===== src/rtl/spi_flash_arbiter_if.sv =====
// Signal bundle shared by the two flash requesters, the arbiter and the flash pins.
// The master side is the requesters plus the flash; the slave side is the arbiter.
interface spi_flash_arbiter_if;
  logic       req0, gnt0, csel0, sclk0, mosi0, miso0;
  logic       req1, gnt1, csel1, sclk1, mosi1, miso1;
  logic [1:0] abort;
  logic       busy;
  logic       spi_csel, spi_clk, spi_mosi, spi_miso;

  modport master (
    output req0, csel0, sclk0, mosi0,
    output req1, csel1, sclk1, mosi1,
    output spi_miso,
    input  gnt0, miso0, gnt1, miso1,
    input  abort, busy, spi_csel, spi_clk, spi_mosi
  );

  modport slave (
    input  req0, csel0, sclk0, mosi0,
    input  req1, csel1, sclk1, mosi1,
    input  spi_miso,
    output gnt0, miso0, gnt1, miso1,
    output abort, busy, spi_csel, spi_clk, spi_mosi
  );
endinterface


===== src/rtl/spi_flash_arbiter.sv =====
// Two-port SPI flash arbiter: DFU engine (port 0) and boot header reader (port 1)
// share one flash, with a chip-select-high gap between owners and an optional hold limit.
module spi_flash_arbiter #(
  parameter int CS_GAP     = 4,
  parameter int HOLD_LIMIT = 0
) (
  input  logic               clk_48mhz,
  input  logic               reset,
  spi_flash_arbiter_if.slave bus
);

  // CS_GAP must be at least 1; the gap counter only has to reach CS_GAP-1.
  localparam int                 GAP_W     = $clog2(CS_GAP + 1);
  localparam logic [GAP_W-1:0]   GAP_LAST  = GAP_W'(CS_GAP - 1);
  localparam logic [23:0]        HOLD_LAST = 24'(HOLD_LIMIT - 1);
  localparam bit                 HOLD_EN   = (HOLD_LIMIT != 0);

  typedef enum logic [1:0] {IDLE, OWN0, OWN1, GAP} state_t;

  state_t           state, state_nxt;
  logic             last_owner, last_owner_nxt;
  logic             lockout0, lockout0_nxt;
  logic             lockout1, lockout1_nxt;
  logic [23:0]      hold_cnt, hold_cnt_nxt;
  logic [GAP_W-1:0] gap_cnt, gap_cnt_nxt;
  logic [1:0]       abort_q, abort_nxt;
  logic             elig0, elig1, hold_hit;

  always_ff @(posedge clk_48mhz) begin
    if (reset) begin
      state      <= IDLE;
      last_owner <= 1'b1;
      lockout0   <= 1'b0;
      lockout1   <= 1'b0;
      hold_cnt   <= '0;
      gap_cnt    <= '0;
      abort_q    <= '0;
    end else begin
      state      <= state_nxt;
      last_owner <= last_owner_nxt;
      lockout0   <= lockout0_nxt;
      lockout1   <= lockout1_nxt;
      hold_cnt   <= hold_cnt_nxt;
      gap_cnt    <= gap_cnt_nxt;
      abort_q    <= abort_nxt;
    end
  end

  always_comb begin
    elig0          = bus.req0 && !lockout0;
    elig1          = bus.req1 && !lockout1;
    hold_hit       = HOLD_EN && (hold_cnt == HOLD_LAST);
    state_nxt      = state;
    last_owner_nxt = last_owner;
    // A lockout survives only while its requester keeps req asserted.
    lockout0_nxt   = lockout0 && bus.req0;
    lockout1_nxt   = lockout1 && bus.req1;
    hold_cnt_nxt   = hold_cnt + 24'd1;
    gap_cnt_nxt    = '0;
    abort_nxt      = '0;

    bus.gnt0     = (state == OWN0);
    bus.gnt1     = (state == OWN1);
    bus.busy     = (state != IDLE);
    bus.abort    = abort_q;
    bus.spi_csel = 1'b1;
    bus.spi_clk  = 1'b0;
    bus.spi_mosi = 1'b0;
    bus.miso0    = 1'b0;
    bus.miso1    = 1'b0;

    case (state)
      IDLE: begin
        hold_cnt_nxt = '0;
        if (elig0 && (!elig1 || last_owner)) begin
          state_nxt      = OWN0;
          last_owner_nxt = 1'b0;
        end else if (elig1) begin
          state_nxt      = OWN1;
          last_owner_nxt = 1'b1;
        end
      end
      OWN0: begin
        bus.spi_csel = bus.csel0;
        bus.spi_clk  = bus.sclk0;
        bus.spi_mosi = bus.mosi0;
        bus.miso0    = bus.spi_miso;
        // A voluntary release on the limit cycle wins over the forced one.
        if (!bus.req0) begin
          state_nxt = GAP;
        end else if (hold_hit) begin
          state_nxt    = GAP;
          abort_nxt[0] = 1'b1;
          lockout0_nxt = 1'b1;
        end
      end
      OWN1: begin
        bus.spi_csel = bus.csel1;
        bus.spi_clk  = bus.sclk1;
        bus.spi_mosi = bus.mosi1;
        bus.miso1    = bus.spi_miso;
        if (!bus.req1) begin
          state_nxt = GAP;
        end else if (hold_hit) begin
          state_nxt    = GAP;
          abort_nxt[1] = 1'b1;
          lockout1_nxt = 1'b1;
        end
      end
      GAP: begin
        hold_cnt_nxt = '0;
        if (gap_cnt == GAP_LAST) begin
          state_nxt = IDLE;
        end else begin
          gap_cnt_nxt = gap_cnt + GAP_W'(1);
        end
      end
      default: state_nxt = IDLE;
    endcase
  end

endmodule


===== src/flat_wrapper.sv =====
// flat-port wrapper written by rule: the top's interface ports become plain ports
module spi_flash_arbiter_flat 
#(
  parameter int CS_GAP     = 4,
  parameter int HOLD_LIMIT = 0
)
  (clk_48mhz, reset, bus_req0, bus_csel0, bus_sclk0, bus_mosi0, bus_req1, bus_csel1, bus_sclk1, bus_mosi1, bus_spi_miso, bus_gnt0, bus_miso0, bus_gnt1, bus_miso1, bus_abort, bus_busy, bus_spi_csel, bus_spi_clk, bus_spi_mosi);
  spi_flash_arbiter_if bus_i ();
  input  logic clk_48mhz;
  input  logic reset;
  input wire logic [$bits(bus_i.req0)-1:0] bus_req0;
  input wire logic [$bits(bus_i.csel0)-1:0] bus_csel0;
  input wire logic [$bits(bus_i.sclk0)-1:0] bus_sclk0;
  input wire logic [$bits(bus_i.mosi0)-1:0] bus_mosi0;
  input wire logic [$bits(bus_i.req1)-1:0] bus_req1;
  input wire logic [$bits(bus_i.csel1)-1:0] bus_csel1;
  input wire logic [$bits(bus_i.sclk1)-1:0] bus_sclk1;
  input wire logic [$bits(bus_i.mosi1)-1:0] bus_mosi1;
  input wire logic [$bits(bus_i.spi_miso)-1:0] bus_spi_miso;
  output wire logic [$bits(bus_i.gnt0)-1:0] bus_gnt0;
  output wire logic [$bits(bus_i.miso0)-1:0] bus_miso0;
  output wire logic [$bits(bus_i.gnt1)-1:0] bus_gnt1;
  output wire logic [$bits(bus_i.miso1)-1:0] bus_miso1;
  output wire logic [$bits(bus_i.abort)-1:0] bus_abort;
  output wire logic [$bits(bus_i.busy)-1:0] bus_busy;
  output wire logic [$bits(bus_i.spi_csel)-1:0] bus_spi_csel;
  output wire logic [$bits(bus_i.spi_clk)-1:0] bus_spi_clk;
  output wire logic [$bits(bus_i.spi_mosi)-1:0] bus_spi_mosi;
  assign bus_i.req0 = bus_req0;
  assign bus_i.csel0 = bus_csel0;
  assign bus_i.sclk0 = bus_sclk0;
  assign bus_i.mosi0 = bus_mosi0;
  assign bus_i.req1 = bus_req1;
  assign bus_i.csel1 = bus_csel1;
  assign bus_i.sclk1 = bus_sclk1;
  assign bus_i.mosi1 = bus_mosi1;
  assign bus_i.spi_miso = bus_spi_miso;
  assign bus_gnt0 = bus_i.gnt0;
  assign bus_miso0 = bus_i.miso0;
  assign bus_gnt1 = bus_i.gnt1;
  assign bus_miso1 = bus_i.miso1;
  assign bus_abort = bus_i.abort;
  assign bus_busy = bus_i.busy;
  assign bus_spi_csel = bus_i.spi_csel;
  assign bus_spi_clk = bus_i.spi_clk;
  assign bus_spi_mosi = bus_i.spi_mosi;
  spi_flash_arbiter #(.CS_GAP(CS_GAP), .HOLD_LIMIT(HOLD_LIMIT)) u_core (.clk_48mhz(clk_48mhz), .reset(reset), .bus(bus_i));
endmodule

===== config.mk =====
export PLATFORM = sky130hd
export DESIGN_NAME = spi_flash_arbiter_flat
export DESIGN_NICKNAME = d
export VERILOG_FILES = /design/src/rtl/spi_flash_arbiter_if.sv /design/src/rtl/spi_flash_arbiter.sv /design/src/flat_wrapper.sv
export SDC_FILE = /design/constraint.sdc
export NUM_CORES = 1
export LEC_CHECK = 0
export CAP_MARGIN = 20
export CORE_ASPECT_RATIO = 0.9
export CORE_MARGIN = 3
export CORE_UTILIZATION = 30
export CTS_BUF_LIST = sky130_fd_sc_hd__clkbuf_4 sky130_fd_sc_hd__clkbuf_8
export CTS_CLUSTER_SIZE = 24
export DETAILED_ROUTE_END_ITERATION = 8
export PLACE_DENSITY_LB_ADDON = 0.3
export SYNTH_ARGS = -nofsm -noshare
export SYNTH_HDL_FRONTEND = slang
export SYNTH_SLANG_ARGS = --single-unit

===== constraint.sdc =====
create_clock -name clk_48mhz -period 2.05 [get_ports clk_48mhz]
set_input_delay 0.205 -clock clk_48mhz [delete_from_list [all_inputs] [get_ports clk_48mhz]]
set_output_delay 0.205 -clock clk_48mhz [all_outputs]
set_load 0.005 [all_outputs]

==> flow_metrics.py <==
metrics = {
    "outcome": {
        "outcome": "complete, no violations",
    },
    "routing": {
        "wirelength_um": 955,
        "wl_per_cell_um": 9.95,
        "route.detailed.drc": 0,
        "drtIter0Drc": 2,
        "routed-via-count": 414,
        "ant_nets": 0,
        "routed_via_density": 4.31,
        "dr.pass1.iters": 2,
    },
    "yosys": {
        "yosysUniqueCellTypes": 22,
        "synthMuxAreaShare": 0.0395,
        "synth_top_family_by_area": "simple AND/OR/NAND/NOR gates",
        "synth-main-ff-cell": "dfxtp_1",
        "synth_edf_count": 0,
        "synth.area.top_cells": "dfxtp_1, ha_1, a311oi_4",
        "syn_inst": 54,
        "synth-seq-area-share": 0.316,
        "synth_area_per_cell_um2": 9.38,
        "synthXorXnorAreaFrac": 0,
        "yosysTopAreaCell": "dfxtp_1",
        "yosysMostFrequentCell": "dfxtp_1",
        "synth_common_cells": "dfxtp_1, nor2_1, ha_1, inv_1",
        "ys_warn_count": 0,
        "synth-adder-area-share": 0.148,
        "netlist_area_um2": 507,
        "synth_compound_area_frac": 0.156,
        "ys_async_sr_fraction": 0,
        "synth_top_area_frac": 0.316,
        "ys_ff_latch": 8,
        "synthSimpleGateAreaFrac": 0.267,
    },
    "clock_network": {
        "hold_buffers": 0,
        "ctsRootBufferMaster": "clkbuf_4",
        "cts_resized": 0,
        "cts_made_buffers": 3,
        "insertion_delay_ns": 0.24,
        "cts_buffer_depth": 2,
        "post_cts_buffers": 0,
        "cts.sink_count": 8,
        "path_clk_slew_ns": 0.05,
        "cts_tree": "built",
        "htree_num_levels": 1,
    },
    "die": {
        "rows": 13,
        "initial_core_util": 0.335,
        "dieArea_um2": 2220,
        "die_h_um": 45.0,
        "coreArea_um2": 1510,
        "io_pins": 21,
        "die_w_um": 49.3,
    },
    "layout": {
        "syn_to_final_growth_pct": 43.2,
        "nNetsFinal": 93,
        "antenna_cells": 0,
        "finalNonFillerCells": 96,
        "final_util": 0.480,
        "drive_gt1_frac": 0.108,
    },
    "global_route": {
        "grt-ovfl-total": 0,
        "track_usage": 0.102,
        "grt_max_degree": 7,
        "grt_antenna_before_repair": 0,
        "grt_pass1_vias": 391,
        "grt_pass1_wl_mm": 1.64,
    },
    "timing": {
        "period_minus_slack_ns": 1.89,
        "fin_skew_ns": 0.000968,
        "final-setup-viol-count": 0,
        "rsz0062_at_grt": "no",
        "drv_slew": 0,
        "max_freq_mhz": 529,
        "finalCritPeriodShare": 0.922,
        "hold_slack_ns": 0.418,
        "fin_setup_tns_ns": 0,
        "finalHoldViolCount": 0,
    },
    "power": {
        "total_power_mw": 0.800,
        "power_density_nw_per_um2": 1100,
        "ir_drop_v": 0.000536,
        "leakage_nw": 0.297,
    },
    "critical_path": {
        "criticalPathCategory": "flip-flop to primary output",
        "path_max_fanout": 5,
        "required_ns": 1.85,
        "crit_path_top_delay_cell": "clkdlybuf4s50_1",
        "worstPathArrival_ns": 1.68,
        "cp-start-kind": "flip-flop",
        "critPathBufInv": 2,
        "crit_family": "buffers and inverters",
        "slowest_delay_ns": 0.50,
        "crit_chain": "inv_1 > ha_1 > nor2b_1 > clkdlybuf4s50_1",
        "critPathCaptureType": "primary output",
    },
    "placed_design": {
        "port_buffers": 18,
        "dpl.hpwl_um": 811,
        "gp_congestion": 0.667,
        "dp.cells": 93,
    },
    "hold_path": {
        "worstHoldPathType": "flip-flop to flip-flop",
    },
    "run": {
        "cap_viol_max_count": 0,
    },
}
==> layer usage <==
metal	vias up	global-route usage	wire length, um
li1	220	-	-
met3	2	0.0165	73
met1	173	0.117	473
met5	-	0	0
met4	0	0.102	9
met2	19	0.163	398
==> cell type report <==
class                           count  area, um^2
Fill cell                         165         787
Multi-Input combinational cell     40         317
Timing Repair Buffer               18         180
Sequential cell                     8         160
Tap cell                           22        27.5
Clock buffer                        3        22.5
Inverter                            5        18.8
==> worst reg2reg max path, stage by stage, from the launching register on <==
cell      delay, ns
dfxtp_1        0.35
inv_1          0.08
ha_1           0.26
a22o_1         0.28
a311oi_4       0.26
mux2i_1        0.24
nor2b_4        0.15
==> path summary, 6_finish.rpt <==
kind                     startpoint                 to  slack, ns  cells after the start
setup / recovery    u_core.state[0]       bus_spi_mosi       0.16                      4
hold / removal    u_core.gap_cnt[0]  u_core.gap_cnt[0]       0.42                      1
setup reg to reg    u_core.state[1]    u_core.state[1]       0.38                      6
hold reg to reg   u_core.gap_cnt[0]  u_core.gap_cnt[0]       0.42                      1
==> cells by family after synthesis <==
family                     Yosys count
other                                1
and+or+nand+nor                     22
AOI/OAI and AO/OA                    8
adders and majority gates            6
buffers and inverters                7
DFF                                  8
muxes                                2
==> per-stage QoR <==
step / cell area [um^2] / worst slack, ns
after detailed placement: 703 / 0.359
after global placement: 703 / 0.365
final: 726 / 0.161
after floorplan: 510 / 0.512
after global routing: 726 / 0.0270
after CTS: 726 / 0.136
==> registers in the layout, summed over array words and instances (netlist names) <==
register,cells
u_core.lockout0,1
u_core.lockout1,1
u_core.gap_cnt,3
u_core.state,2
u_core.last_owner,1
==> power breakdown <==
group / total [mW] / internal [mW] / switching (mW)
Clock: 0.113 / 0.0665 / 0.0468
Combinational: 0.486 / 0.285 / 0.202
Sequential: 0.200 / 0.182 / 0.0186
==> cell usage in the layout (no fill, tap or decap) <==
cell type and instances:
clkdlybuf4s50_1 18, dfxtp_1 8, nor2_1 7, ha_1 6
inv_1 5, a22oi_1 3, nand2_1 3, nand2b_1 3
clkbuf_4 3, nor2b_1 2, mux2i_1 2, o22ai_1 2
conb_1 2, and2_1 1, and2_2 1, nor3b_1 1
nand3b_1 1, o2bb2ai_1 1, nand2b_4 1, and2b_4 1
a22o_1 1, a311oi_4 1, nor2b_4 1
No activity file was read; power rests on OpenSTA's default activity.
